==> config.mk <==
export PLATFORM = sky130hd
export DESIGN_NAME = coeff_loader_flat
export DESIGN_NICKNAME = d
export VERILOG_FILES = /design/src/rtl/coeff_loader_if.sv /design/src/rtl/coeff_loader.sv /design/src/flat_wrapper.sv
export SDC_FILE = /design/constraint.sdc
export NUM_CORES = 1
export LEC_CHECK = 0
export BUFFER_PORTS_ARGS = -buffer_cell sky130_fd_sc_hd__buf_2
export CORE_MARGIN = 2
export CORE_UTILIZATION = 56
export CTS_CLUSTER_DIAMETER = 150
export DETAILED_ROUTE_END_ITERATION = 7
export GPL_TIMING_DRIVEN = 0
export PLACE_DENSITY = 0.79
export REMOVE_ABC_BUFFERS = 1
export SKIP_LAST_GASP = 1
export SLEW_MARGIN = 20
export SYNTH_ARGS = -nofsm -noshare
export SYNTH_HDL_FRONTEND = slang
export SYNTH_SLANG_ARGS = --single-unit
==> constraint.sdc <==
create_clock -name clk -period 2 [get_ports clk]
set_input_delay 0.1 -clock clk [delete_from_list [all_inputs] [get_ports clk]]
set_output_delay 0.1 -clock clk [all_outputs]
set_load 0.02 [all_outputs]
==> src/rtl/coeff_loader_if.sv <==
// Coefficient word stream into coeff_loader: valid/ready handshake with an end-of-set marker.
interface coeff_loader_if #(
  parameter int TAP_WIDTH = 32
) ();
  logic                        cfg_valid;
  logic                        cfg_ready;
  logic signed [TAP_WIDTH-1:0] cfg_data;
  logic                        cfg_last;

  modport master (
    output cfg_valid,
    output cfg_data,
    output cfg_last,
    input  cfg_ready
  );

  modport slave (
    input  cfg_valid,
    input  cfg_data,
    input  cfg_last,
    output cfg_ready
  );
endinterface

==> src/rtl/coeff_loader.sv <==
// Runtime IIR coefficient writer: fills a shadow bank, swaps it into the active bank on a sample strobe.
// Optional feature: define COEFF_RANGE_CHECK_EN to reject words outside the signed 16-bit range.
module coeff_loader #(
  parameter int TAP_WIDTH    = 32,
  parameter int FF_TAP_COUNT = 4,
  parameter int FB_TAP_COUNT = 3
) (
  input  logic                                   clk,
  input  logic                                   rst_n,
  coeff_loader_if.slave                          i_cfg,
  input  logic                                   i_sample_strobe,
  output logic [FF_TAP_COUNT-1:0][TAP_WIDTH-1:0] o_B,
  output logic [FB_TAP_COUNT-1:0][TAP_WIDTH-1:0] o_A,
  output logic                                   o_load_pending,
  output logic                                   o_coeff_updated,
  output logic                                   o_load_err
);

  localparam int N     = FF_TAP_COUNT + FB_TAP_COUNT;
  localparam int CNT_W = (N > 1) ? $clog2(N) : 1;
  localparam logic [CNT_W-1:0] LAST_IDX = CNT_W'(N - 1);

  typedef enum logic [1:0] {IDLE, LOAD, PEND} state_t;

  state_t                                 r_state;
  state_t                                 w_nextState;
  logic [CNT_W-1:0]                       r_wordCount;
  logic [N-1:0][TAP_WIDTH-1:0]            r_shadow;
  logic [FF_TAP_COUNT-1:0][TAP_WIDTH-1:0] r_B;
  logic [FB_TAP_COUNT-1:0][TAP_WIDTH-1:0] r_A;
  logic                                   r_coeffUpdated;
  logic                                   r_loadErr;

  logic w_accept;
  logic w_ready;
  logic w_rangeBad;
  logic w_abort;
  logic w_cntInc;
  logic w_cntClr;
  logic w_commit;

  // Power-up coefficient set, used until the first successful runtime load.
  function automatic logic [TAP_WIDTH-1:0] resetTapB(input int idx);
    case (idx)
      0:       return TAP_WIDTH'(2);
      1:       return TAP_WIDTH'(6);
      2:       return TAP_WIDTH'(6);
      3:       return TAP_WIDTH'(2);
      default: return '0;
    endcase
  endfunction

  function automatic logic [TAP_WIDTH-1:0] resetTapA(input int idx);
    case (idx)
      0:       return TAP_WIDTH'(-22432);
      1:       return TAP_WIDTH'(20560);
      2:       return TAP_WIDTH'(-6303);
      default: return '0;
    endcase
  endfunction

`ifdef COEFF_RANGE_CHECK_EN
  // In range exactly when bit 15 and everything above it is a pure sign extension.
  logic [TAP_WIDTH-16:0] w_upper;
  assign w_upper    = i_cfg.cfg_data[TAP_WIDTH-1:15];
  assign w_rangeBad = !((&w_upper) || !(|w_upper));
`else
  assign w_rangeBad = 1'b0;
`endif

  assign w_accept        = i_cfg.cfg_valid && w_ready;
  assign i_cfg.cfg_ready = w_ready;

  always_ff @(posedge clk) begin
    if (!rst_n) begin
      r_state <= IDLE;
    end else begin
      r_state <= w_nextState;
    end
  end

  always_comb begin
    w_nextState = r_state;
    case (r_state)
      IDLE: begin
        if (w_accept) begin
          w_nextState = (w_rangeBad || i_cfg.cfg_last) ? IDLE : LOAD;
        end
      end
      LOAD: begin
        if (w_accept) begin
          if (w_rangeBad) begin
            w_nextState = IDLE;
          end else if (r_wordCount == LAST_IDX) begin
            w_nextState = i_cfg.cfg_last ? PEND : IDLE;
          end else if (i_cfg.cfg_last) begin
            w_nextState = IDLE;
          end
        end
      end
      PEND: begin
        if (i_sample_strobe) begin
          w_nextState = IDLE;
        end
      end
      default: w_nextState = IDLE;
    endcase
  end

  // Range faults take priority over framing faults; a strobe outside PEND is ignored.
  always_comb begin
    w_ready        = 1'b1;
    w_abort        = 1'b0;
    w_cntInc       = 1'b0;
    w_cntClr       = 1'b0;
    w_commit       = 1'b0;
    o_load_pending = 1'b0;
    case (r_state)
      IDLE: begin
        if (w_accept) begin
          if (w_rangeBad || i_cfg.cfg_last) begin
            w_abort = 1'b1;
          end else begin
            w_cntInc = 1'b1;
          end
        end
      end
      LOAD: begin
        if (w_accept) begin
          if (w_rangeBad) begin
            w_abort = 1'b1;
          end else if (r_wordCount == LAST_IDX) begin
            w_abort  = !i_cfg.cfg_last;
            w_cntClr = 1'b1;
          end else if (i_cfg.cfg_last) begin
            w_abort = 1'b1;
          end else begin
            w_cntInc = 1'b1;
          end
        end
      end
      PEND: begin
        w_ready        = 1'b0;
        o_load_pending = 1'b1;
        w_commit       = i_sample_strobe;
      end
      default: w_ready = 1'b0;
    endcase
  end

  always_ff @(posedge clk) begin
    if (!rst_n) begin
      r_wordCount <= '0;
      r_shadow    <= '0;
    end else begin
      if (w_accept) begin
        r_shadow[r_wordCount] <= i_cfg.cfg_data;
      end
      if (w_cntClr || w_abort) begin
        r_wordCount <= '0;
      end else if (w_cntInc) begin
        r_wordCount <= r_wordCount + CNT_W'(1);
      end
    end
  end

  // The active bank only moves on commit, so the filter never sees a partial set.
  always_ff @(posedge clk) begin
    if (!rst_n) begin
      for (int i = 0; i < FF_TAP_COUNT; i++) begin
        r_B[i] <= resetTapB(i);
      end
      for (int i = 0; i < FB_TAP_COUNT; i++) begin
        r_A[i] <= resetTapA(i);
      end
      r_coeffUpdated <= 1'b0;
      r_loadErr      <= 1'b0;
    end else begin
      r_coeffUpdated <= w_commit;
      r_loadErr      <= w_abort;
      if (w_commit) begin
        r_B <= r_shadow[FF_TAP_COUNT-1:0];
        r_A <= r_shadow[N-1:FF_TAP_COUNT];
      end
    end
  end

  assign o_B             = r_B;
  assign o_A             = r_A;
  assign o_coeff_updated = r_coeffUpdated;
  assign o_load_err      = r_loadErr;

endmodule
==> src/flat_wrapper.sv <==
// flat-port wrapper written by rule: the top's interface ports become plain ports
module coeff_loader_flat 
#(
  parameter int TAP_WIDTH    = 32,
  parameter int FF_TAP_COUNT = 4,
  parameter int FB_TAP_COUNT = 3
)
  (clk, rst_n, i_sample_strobe, o_B, o_A, o_load_pending, o_coeff_updated, o_load_err, i_cfg_cfg_valid, i_cfg_cfg_data, i_cfg_cfg_last, i_cfg_cfg_ready);
  coeff_loader_if #(.TAP_WIDTH(TAP_WIDTH)) i_cfg_i ();
  input  logic clk;
  input  logic rst_n;
  input  logic i_sample_strobe;
  output logic [FF_TAP_COUNT-1:0][TAP_WIDTH-1:0] o_B;
  output logic [FB_TAP_COUNT-1:0][TAP_WIDTH-1:0] o_A;
  output logic o_load_pending;
  output logic o_coeff_updated;
  output logic o_load_err;
  input wire logic [$bits(i_cfg_i.cfg_valid)-1:0] i_cfg_cfg_valid;
  input wire logic [$bits(i_cfg_i.cfg_data)-1:0] i_cfg_cfg_data;
  input wire logic [$bits(i_cfg_i.cfg_last)-1:0] i_cfg_cfg_last;
  output wire logic [$bits(i_cfg_i.cfg_ready)-1:0] i_cfg_cfg_ready;
  assign i_cfg_i.cfg_valid = i_cfg_cfg_valid;
  assign i_cfg_i.cfg_data = i_cfg_cfg_data;
  assign i_cfg_i.cfg_last = i_cfg_cfg_last;
  assign i_cfg_cfg_ready = i_cfg_i.cfg_ready;
  coeff_loader #(.TAP_WIDTH(TAP_WIDTH), .FF_TAP_COUNT(FF_TAP_COUNT), .FB_TAP_COUNT(FB_TAP_COUNT)) u_core (.clk(clk), .rst_n(rst_n), .i_cfg(i_cfg_i), .i_sample_strobe(i_sample_strobe), .o_B(o_B), .o_A(o_A), .o_load_pending(o_load_pending), .o_coeff_updated(o_coeff_updated), .o_load_err(o_load_err));
endmodule
==> results.tsv, run 1 <==
metric	value	unit
number of diodes	0	
TritonCTS clock tree	done	
CP required	2.42	ns
result of the run	completed	
kind of end point of the critical path	flip-flop	
type of the worst min-delay path	input port to flip-flop	
count of routing violations after the opening detailed-route iteration	1513	
core region area	29600	sq um
iteration count of the initial detailed-routing pass	7	
portion of the clock cycle consumed by the worst path in the final layout	99.8	%
worst path buffer plus inverter count	0	
setup repair after global routing missed its margin	yes	
number of instances in the synthesized netlist	2053	
worst hold margin	0.0408	ns
most frequent CP cell	sky130_fd_sc_hd__ha_1	
number of pins exceeding their max-slew limit in the final report	0	
highest-count cells in the layout ignoring fill and taps	sky130_fd_sc_hd__dfxtp_1, sky130_fd_sc_hd__nand2_1, sky130_fd_sc_hd__a21oi_1	
cell leakage power	7.88	nW
IR drop worst, VDD	0.000645	V
gate family responsible for the most delay along the worst path	adder cells	
final net count	2298	
maximum level of the CTS H-tree	2	
critical path peak fanout	11	
initial core utilization	56.8	%
FFs w/ async S/R, synth	0	%
initial antenna violation count	0	
minimum period implied by the final worst setup slack	2.00	ns
P per Cell Area	883	nW/um^2
worst relative slew slack	47.8	%
final number of setup-violating endpoints	0	
std cell rows	63	
proportion of layout cells with a drive suffix above 1	17.4	%
Syn. warnings	0	
Least-Margin Pin Slew	0.780	ns
Die Span Y	177	um
slack of the critical path	0.00410	ns
post-synthesis to final-layout area growth	21.6	%
Final Core Density	69.1	%
Critical Path Source Type	flip-flop	
most common library cell in the layout ignoring fill and taps	sky130_fd_sc_hd__dfxtp_1	
vias in the first global route	15100	
Peak Freq	501	MHz
slowest stage cell, crit path	sky130_fd_sc_hd__dfxtp_4	
post-placement worst setup slack	-0.468	ns
last weighted congestion value of the routability-driven placer	0.756	
proportion of power drawn by flip-flops and latches	51.1	%
Post-Synthesis Cell Area	16800	sq um
Worst Setup Path Type	flip-flop to flip-flop	
count of cell types in the netlist	39	
Clk network pwr share	44.2	%
r2r startpoint	u_core.r_wordCount[1]	
proportion of power drawn by combinational gates	4.7	%
Filler Cell Count	2316	
clk buf depth	3	
clock buffers created by TritonCTS	45	
number of synthesized flops with an enable pin	0	
GR Overflow Total	0	
total die area	31400	sq um
worst path arrival time	2.42	ns
number of flip-flops and latches in the synthesized netlist	455	
Root Buffer Master	sky130_fd_sc_hd__clkbuf_16	
wire length of the first global-routing pass	77.7	mm
count of port buffers added during placement	264	
switching power share of the total	22.2	%
remaining antenna violation count	0	
overall routing resource usage	30.4	%
Post-Place Cell Area	18500	sq um
number of ports placed on the die boundary	265	
x dimension of the die	177	um
maximum cell stage delay along the critical path	0.47	ns
internal power	0.0140	W
Worst Skew	0.0117	ns
DRC violation count after routing	0	
total of max-cap violations	0	
sequential fraction of the synthesis area	54.2	%
start point of the critical path	u_core.r_wordCount[1]	
number of vias per cell	5.90	
Psw	0.00400	W
maximum number of pins on one net before global-route repair	103	
setup total negative slack	0	ns
number of vias after detailed routing	15800	
clock transition at the registers of the reported paths	0.06	ns
top flip-flop cell by instance count after synthesis	sky130_fd_sc_hd__dfxtp_1	
average instance area after synthesis	8.18	sq um
wire per inst	18.5	um
count of endpoints failing hold in the final timing report	0	
routed wire length	49.3	mm
insertion delay to the later sink of the worst-skew pair	0.53	ns
startpoint of the lowest-slack hold path	i_cfg_cfg_valid	
post-DP HPWL	28.4	mm
crit path cell chain	ha_1 > nand2_1 > ha_1 > mux2i_1 > o221ai_1 > a211oi_1	
post-route cell area	20400	sq um
Sinks on Clock Net	455	
synth_stat cells (all sizes together), types with 4 or more instances:
library cell  number  area (sq um)
nand2b             4          25.0
nand2            449          1690
clkbuf           106           405
buf               95           548
o21a              31           233
nor2b              4          25.0
o21ai            193           966
a21oi            364          1820
inv                5          18.8
nand3b             4          30.0
ha                 4          50.1
a21boi            31           233
dfxtp            455          9110
nand3            250          1250
and3              31           194
routing by layer:
metal	track usage [%]	part of all wire [%]	vias to the layer above
met4	11.5	2.9	0
li1	-	-	7377
met5	0	0	-
met3	5.54	9.1	112
met2	51.1	48	795
met1	38.9	40	7493
what timing repair did:
item / in CTS / in global routing
endpoints found under the hold margin: 212 / 0
gates resized for setup: 3 / 3
buffers inserted: 7 / 1
endpoints found under the setup margin: 168 / 68
hold buffers: 38 / 0
pin swaps: 1 / 1
cloned: 0 / 0
path summary, 6_finish.rpt:
path	endpoint	slack, ns	cells past startpoint
hold / removal	u_core.r_state[0]	0.04	3
hold reg to reg	u_core.o_B[80]	0.44	2
setup reg to reg	u_core.r_wordCount[1]	0.004	6
setup / recovery	u_core.r_wordCount[1]	0.004	6
cell type report:
| class | instances | area [sq um] | share of cell area (%) |
|---|---|---|---|
| Inverter | 6 | 27.5 | 0.135 |
| Timing Repair Buffer | 358 | 2640 | 12.9 |
| Sequential cell | 455 | 9120 | 44.7 |
| Clock inverter | 6 | 33.8 | 0.165 |
| Clock buffer | 67 | 1340 | 6.57 |
| Multi-Input combinational cell | 1391 | 6770 | 33.1 |
| Tap cell | 390 | 488 | 2.39 |
cell families after synthesis:
group                    Yosys count  share of synthesized area [%]
AND/OR/NAND/NOR                  759                           19.8
buffers and inverters            207                           5.81
multiplexers                       2                          0.119
flip-flops                       455                           54.2
adder cells (fa/ha/maj)            4                          0.298
AO/OA/AOI/OAI                    626                           19.7
state kept, by name (all words and copies together) (netlist names):
register and flops:
u_core.r_wordCount 3, u_core.o_load_err 1, u_core.o_B 128, u_core.o_coeff_updated 1, u_core.o_A 96, u_core.r_shadow 224, u_core.r_state 2
stage by stage:
stage,cells,total power [W]
CTS,2672,0.0180
global route,2673,0.0185
detailed placement,2554,0.0101
finish,2673,0.0180
floorplan,1852,0.00971
global placement,2506,0.0100
power by group through the flow:
| stage | Sequential, W | Combinational, W | Clock (W) |
|---|---|---|---|
| 3_5_place_dp | 0.00942 | 0.000702 | 0 |
| 2_1_floorplan | 0.00940 | 0.000318 | 0 |
| 6_report | 0.00920 | 0.000851 | 0.00797 |
| 4_1_cts | 0.00920 | 0.000827 | 0.00802 |
| 5_1_grt | 0.00921 | 0.000899 | 0.00840 |
| 3_3_place_gp | 0.00941 | 0.000605 | 0 |
tightest hold or removal path, delay by kind of cell:
kind,cells,cell delay [ns]
AND/OR/NAND/NOR,1,0.06
multiplexers,1,0.18
buffers and inverters,1,0.19
(Power assumes the default switching activity.)
==> run 2: changes to the inputs <==
--- a/config.mk
+++ b/config.mk
@@ -11,6 +11,7 @@
 export CTS_CLUSTER_DIAMETER = 150
 export DETAILED_ROUTE_END_ITERATION = 7
 export GPL_TIMING_DRIVEN = 0
+export MAX_ROUTING_LAYER = met4
 export PLACE_DENSITY = 0.79
 export REMOVE_ABC_BUFFERS = 1
 export SKIP_LAST_GASP = 1
==> results.tsv, run 2 (synthesis results as in run 1) <==
metric	value	unit	change
Worst Setup Path Type	flip-flop to flip-flop		
critical path peak fanout	11		unchanged
Critical Path Source Type	flip-flop		
most common library cell in the layout ignoring fill and taps	sky130_fd_sc_hd__dfxtp_1		
clock buffers created by TritonCTS	45		unchanged
clk buf depth	3		unchanged
insertion delay to the later sink of the worst-skew pair	0.53	ns	about the same
P per Cell Area	883	nW/um^2	about the same
r2r startpoint	u_core.r_wordCount[1]		
slowest stage cell, crit path	sky130_fd_sc_hd__dfxtp_4		
worst path arrival time	2.40	ns	-0.02 ns
most frequent CP cell	sky130_fd_sc_hd__ha_1		
register area	9120	sq um	unchanged
proportion of layout cells with a drive suffix above 1	17.4	%	unchanged
slack of the critical path	0.0200	ns	+0.0159 ns
total die area	31400	sq um	unchanged
worst hold margin	0.0416	ns	+0.000786 ns
vias in the first global route	15100		-0.020%
Least-Margin Pin Slew	0.818	ns	+0.0376 ns
final net count	2298		unchanged
Sinks on Clock Net	455		unchanged
initial core utilization	56.8	%	unchanged
remaining antenna violation count	0		unchanged
DRC violation count after routing	0		unchanged
number of pins exceeding their max-slew limit in the final report	0		unchanged
count of routing violations after the opening detailed-route iteration	1598		+5.6%
number of vias after detailed routing	15900		+0.56%
number of diodes	0		unchanged
area of combinational cells with multiple inputs	6770	sq um	unchanged
result of the run	completed		
Root Buffer Master	sky130_fd_sc_hd__clkbuf_16		
post-DP HPWL	28.4	mm	unchanged
Filler Cell Count	2316		unchanged
Worst Reg2Reg Path Length in Cells	6		unchanged
worst relative slew slack	45.3	%	-2.5 points
routed wire length	49.5	mm	+0.44%
Peak Freq	505	MHz	+0.80%
depth of the worst hold-timing path	3		unchanged
Worst Skew	0.0131	ns	+0.00138 ns
kind of end point of the critical path	flip-flop		
total of max-cap violations	0		unchanged
maximum cell stage delay along the critical path	0.48	ns	about the same
wire per inst	18.5	um	+0.44%
type of the worst min-delay path	input port to flip-flop		
last weighted congestion value of the routability-driven placer	0.766		+1.3%
end of the worst register-to-register path	u_core.r_wordCount[1]		
count of endpoints failing hold in the final timing report	0		unchanged
highest-count cells in the layout ignoring fill and taps	sky130_fd_sc_hd__dfxtp_1, sky130_fd_sc_hd__nand2_1, sky130_fd_sc_hd__a21oi_1		
std cell rows	63		unchanged
iteration count of the initial detailed-routing pass	6		-1
IR drop worst, VDD	0.000648	V	+0.46%
number of vias per cell	5.94		+0.56%
post-placement worst setup slack	-0.468	ns	unchanged
overall routing resource usage	31.3	%	+0.94 points
Die Span Y	177	um	unchanged
startpoint of the lowest-slack hold path	i_cfg_cfg_valid		
number of flip-flops in the largest register	224		unchanged
terminating pin of the worst hold path	u_core.r_state[0]		
wire length of the first global-routing pass	77.8	mm	+0.14%
maximum number of pins on one net before global-route repair	103		unchanged
count of port buffers added during placement	264		unchanged
setup repair after global routing missed its margin	yes		
worst path buffer plus inverter count	0		unchanged
crit path cell chain	ha_1 > nand2_1 > ha_1 > mux2i_1 > o221ai_1 > a211oi_1		
initial antenna violation count	0		unchanged
core region area	29600	sq um	unchanged
cell leakage power	7.88	nW	unchanged
TritonCTS clock tree	done		
gate family responsible for the most delay along the worst path	adder cells		
GR Overflow Total	0		unchanged
setup slack of the worst register-to-register path	0.02	ns	+0.02 ns
Biggest register	u_core.r_shadow		
maximum level of the CTS H-tree	2		unchanged
final number of setup-violating endpoints	0		unchanged
CP required	2.42	ns	about the same
clock transition at the registers of the reported paths	0.06	ns	about the same
x dimension of the die	177	um	unchanged
number of ports placed on the die boundary	265		unchanged
minimum period implied by the final worst setup slack	1.98	ns	-0.0159 ns
portion of the clock cycle consumed by the worst path in the final layout	99.0	%	-0.79 points
post-synthesis to final-layout area growth	21.6	%	unchanged
[run 2: cell type report]
type / count / area share, %
timing repair buffer: 358 / 12.9
multi-input combinational: 1391 / 33.1
inverter: 6 / 0.135
clock buffer: 67 / 6.57
tap: 390 / 2.39
clock inverter: 6 / 0.165
sequential: 455 / 44.7
[run 2: how the worst max path moves through the flow]
stage                          start  cells past startpoint  slack, ns               endpoint
2_1_floorplan                  rst_n                      2      -4.19      u_core.r_state[0]
3_3_place_gp                   rst_n                      3      -9.84      u_core.r_state[0]
3_5_place_dp                   rst_n                      6      -0.47      u_core.o_load_err
4_1_cts        u_core.r_wordCount[1]                      6       0.03    u_core.r_shadow[20]
5_1_grt        u_core.r_wordCount[1]                      6      -0.07  u_core.r_wordCount[1]
6_report       u_core.r_wordCount[1]                      6       0.02  u_core.r_wordCount[1]
[run 2: worst reg2reg max path: cells and delay by family, from the launching register on]
kind | cells | cell delay (ns)
adders and majority gates | 2 | 0.56
AOI/OAI and AO/OA | 2 | 0.50
DFF | 1 | 0.48
muxes | 1 | 0.23
and+or+nand+nor | 1 | 0.11
[run 2: timing repair]
item	4_1_cts	5_1_grt
endpoints found under the hold margin	212	0
resized for setup	3	3
setup endpoints to repair	168	68
pin swaps	1	1
setup buffers	7	1
hold buffers	38	0
[run 2: routing by layer]
layer | track usage, % | routed length [um] | share of wire, %
met1 | 39.0 | 20100 | 41
met2 | 51.0 | 23700 | 48
met3 | 5.48 | 4260 | 8.6
met4 | 11.5 | 1500 | 3.0
met5 | - | 0 | 0
[run 2: per-stage QoR]
stage	setup TNS (ns)	util, %	cell area [sq um]	cells	power [W]
after detailed placement	-90.63	62.7	18500	2554	0.0101
final	0	69.1	20400	2673	0.0180
after global placement	-4043.45	59.7	17600	2506	0.0100
after CTS	0	69.0	20400	2672	0.0180
after global routing	-0.0724	69.1	20400	2673	0.0185
after floorplan	-1729.28	-	15800	1852	0.00971
[run 2: power breakdown]
part / internal, W / leakage (nW) / switching (W)
logic: 0.000274 / 3.52 / 0.000579
registers: 0.00915 / 3.68 / 0.0000539
clock network: 0.00460 / 0.681 / 0.00338
total: 0.0140 / 7.88 / 0.00401
==> run 3: changes to the inputs <==
--- a/config.mk
+++ b/config.mk
@@ -7,12 +7,11 @@
 export LEC_CHECK = 0
 export BUFFER_PORTS_ARGS = -buffer_cell sky130_fd_sc_hd__buf_2
 export CORE_MARGIN = 2
-export CORE_UTILIZATION = 56
+export CORE_UTILIZATION = 40
 export CTS_CLUSTER_DIAMETER = 150
 export DETAILED_ROUTE_END_ITERATION = 7
 export GPL_TIMING_DRIVEN = 0
 export MAX_ROUTING_LAYER = met4
-export PLACE_DENSITY = 0.79
 export REMOVE_ABC_BUFFERS = 1
 export SKIP_LAST_GASP = 1
 export SLEW_MARGIN = 20
==> results.tsv, run 3 (synthesis results as in run 1) <==
metric	value	unit	change
end of the worst register-to-register path	u_core.r_wordCount[1]		
number of flip-flops in the largest register	224		unchanged
result of the run	finished with violations		
initial antenna violation count	1		+1
kind of end point of the critical path	flip-flop		
wire length of the first global-routing pass	80.4	mm	+3.2%
wire per inst	18.3	um	-1.2%
Clk network pwr share	46.6	%	+2.4 points
count of port buffers added during placement	264		unchanged
worst hold margin	-0.00478	ns	-0.0464 ns
clock transition at the registers of the reported paths	0.06	ns	about the same
number of vias per cell	5.43		-8.6%
total die area	43600	sq um	+39%
GRT busiest layer	met2		
Worst Skew	0.0142	ns	+0.00117 ns
r2r startpoint	u_core.r_wordCount[1]		
number of ports placed on the die boundary	265		unchanged
most common library cell in the layout ignoring fill and taps	sky130_fd_sc_hd__dfxtp_1		
violations in the final reports	negative hold slack		
DRC violation count after routing	0		unchanged
core region area	41700	sq um	+41%
Die Span Y	209	um	+18%
routing usage on met3	4.37	%	-1.1 points
initial core utilization	40.3	%	-17 points
count of routing violations after the opening detailed-route iteration	1185		-26%
Filler Cell Count	3956		+71%
number of pins exceeding their max-slew limit in the final report	0		unchanged
area of combinational cells with multiple inputs	6780	sq um	+0.22%
std cell rows	75		+19%
type of the worst min-delay path	input port to flip-flop		
proportion of power drawn by combinational gates	4.6	%	about the same
met2 routing resource usage after global routing	37.0	%	-14 points
highest-count cells in the layout ignoring fill and taps	sky130_fd_sc_hd__dfxtp_1, sky130_fd_sc_hd__nand2_1, sky130_fd_sc_hd__a21oi_1		
terminating pin of the worst hold path	u_core.o_A[78]		
x dimension of the die	209	um	+18%
minimum period implied by the final worst setup slack	1.92	ns	-0.0557 ns
depth of the worst hold-timing path	3		unchanged
Least-Margin Pin Slew	0.732	ns	-0.0859 ns
startpoint of the lowest-slack hold path	rst_n		
internal power	0.0146	W	+4.2%
switching power share of the total	22.6	%	+0.35 points
TritonCTS clock tree	done		
cell leakage power	8.04	nW	+2.0%
vias in the first global route	14300		-5.2%
proportion of layout cells with a drive suffix above 1	18.2	%	+0.78 points
post-route cell area	20900	sq um	+2.4%
Worst Setup Path Type	flip-flop to flip-flop		
clk buf depth	3		unchanged
GR Overflow Total	0		unchanged
worst relative slew slack	51.1	%	+5.8 points
post-DP HPWL	30.8	mm	+8.7%
final number of setup-violating endpoints	0		unchanged
proportion of power drawn by flip-flops and latches	48.8	%	-2.2 points
last weighted congestion value of the routability-driven placer	0.779		+1.7%
Sinks on Clock Net	455		unchanged
Root Buffer Master	sky130_fd_sc_hd__clkbuf_16		
critical path peak fanout	17		+6
Peak Freq	520	MHz	+2.9%
maximum number of pins on one net before global-route repair	107		+3.9%
maximum level of the CTS H-tree	2		unchanged
setup repair after global routing missed its margin	yes		
routed wire length	52.1	mm	+5.2%
total power	0.0189	W	+4.6%
iteration count of the initial detailed-routing pass	5		-1
CP required	2.48	ns	+0.06 ns
Psw	0.00426	W	+6.3%
clock buffers created by TritonCTS	48		+6.7%
overall routing resource usage	23.5	%	-7.9 points
final net count	2310		+0.52%
met1 Usage GRT	31.1	%	-8.0 points
start point of the critical path	u_core.r_wordCount[1]		
Biggest register	u_core.r_shadow		
remaining antenna violation count	0		unchanged
count of endpoints failing hold in the final timing report	3		+3
IR drop worst, VDD	0.000467	V	-28%
P per Cell Area	902	nW/um^2	+2.2%
total of max-cap violations	0		unchanged
Worst Reg2Reg Path Length in Cells	6		unchanged
number of vias after detailed routing	15400		-2.7%
portion of the clock cycle consumed by the worst path in the final layout	96.2	%	-2.8 points
post-synthesis to final-layout area growth	24.5	%	
insertion delay to the later sink of the worst-skew pair	0.57	ns	+0.04 ns
number of diodes	0		unchanged
Post-Place Cell Area	18800	sq um	+1.5%
worst path arrival time	2.41	ns	about the same
Critical Path Source Type	flip-flop		
register area	9130	sq um	about the same
setup slack of the worst register-to-register path	0.08	ns	+0.06 ns
run 3: changes by cell type in the layout (fill, tap and decap cells not counted), sizes merged:
cell	change
and3b	+1
or2	+1
buf	+7
clkinv	+5
clkbuf	+8
bufinv	+1
run 3: power by group through the flow:
stage / Clock, W / Combinational [W] / Sequential (W)
global route: 0.00939 / 0.000928 / 0.00921
finish: 0.00880 / 0.000861 / 0.00920
CTS: 0.00898 / 0.000830 / 0.00921
detailed placement: 0 / 0.000765 / 0.00941
floorplan: 0 / 0.000318 / 0.00940
global placement: 0 / 0.000646 / 0.00942
run 3: worst max-delay path, stage by stage (launching register included):
cell and delay [ns]:
sky130_fd_sc_hd__dfxtp_4 0.52, sky130_fd_sc_hd__ha_1 0.27, sky130_fd_sc_hd__nand2_1 0.09, sky130_fd_sc_hd__ha_1 0.30, sky130_fd_sc_hd__mux2i_1 0.24, sky130_fd_sc_hd__o221ai_1 0.21, sky130_fd_sc_hd__a211oi_1 0.21
run 3: through the flow:
| stage | TNS (ns) | worst slack (ns) | utilization (%) | cells |
|---|---|---|---|---|
| after floorplan | -1729.28 | -4.19 | - | 1852 |
| after global placement | -4392.23 | -10.64 | 42.8 | 2655 |
| after detailed placement | -69.09 | -0.547 | 45.1 | 2706 |
| after CTS | -0.0219 | -0.0219 | 50.0 | 2840 |
| after global routing | -0.0429 | -0.0429 | 50.2 | 2845 |
| final | 0 | 0.0757 | 50.2 | 2845 |
run 3: layout make-up:
type                    count  share of cell area [%]
well taps                 539                    3.23
repair buffers            365                    13.1
multi-input cells        1393                    32.4
flip-flops and latches    455                    43.7
clock inverters            12                   0.425
inverters                   6                   0.132
clock buffers              75                    7.05
run 3: timing repair:
| action | CTS | global route |
|---|---|---|
| hold endpoints to repair | 247 | 30 |
| gates resized for setup | 3 | 4 |
| endpoints found under the setup margin | 319 | 171 |
| hold buffers | 37 | 3 |
| cloned | 1 | 1 |
| setup buffers | 9 | 1 |
| pin swaps | 3 | 1 |
run 3: per-layer routing:
layer	vias to the layer above	part of all wire, %
li1	7430	-
met1	7455	44
met2	477	47
met3	80	6.7
met4	0	2.0
met5	-	0
run 3: worst max-delay path by stage:
stage	endpoint	slack, ns	cells past startpoint
2_1_floorplan	u_core.r_state[0]	-4.19	2
3_3_place_gp	u_core.r_state[0]	-10.64	3
3_5_place_dp	u_core.o_A[20]	-0.55	7
4_1_cts	u_core.r_shadow[8]	-0.02	4
5_1_grt	u_core.r_wordCount[1]	-0.04	6
6_report	u_core.r_wordCount[1]	0.08	6
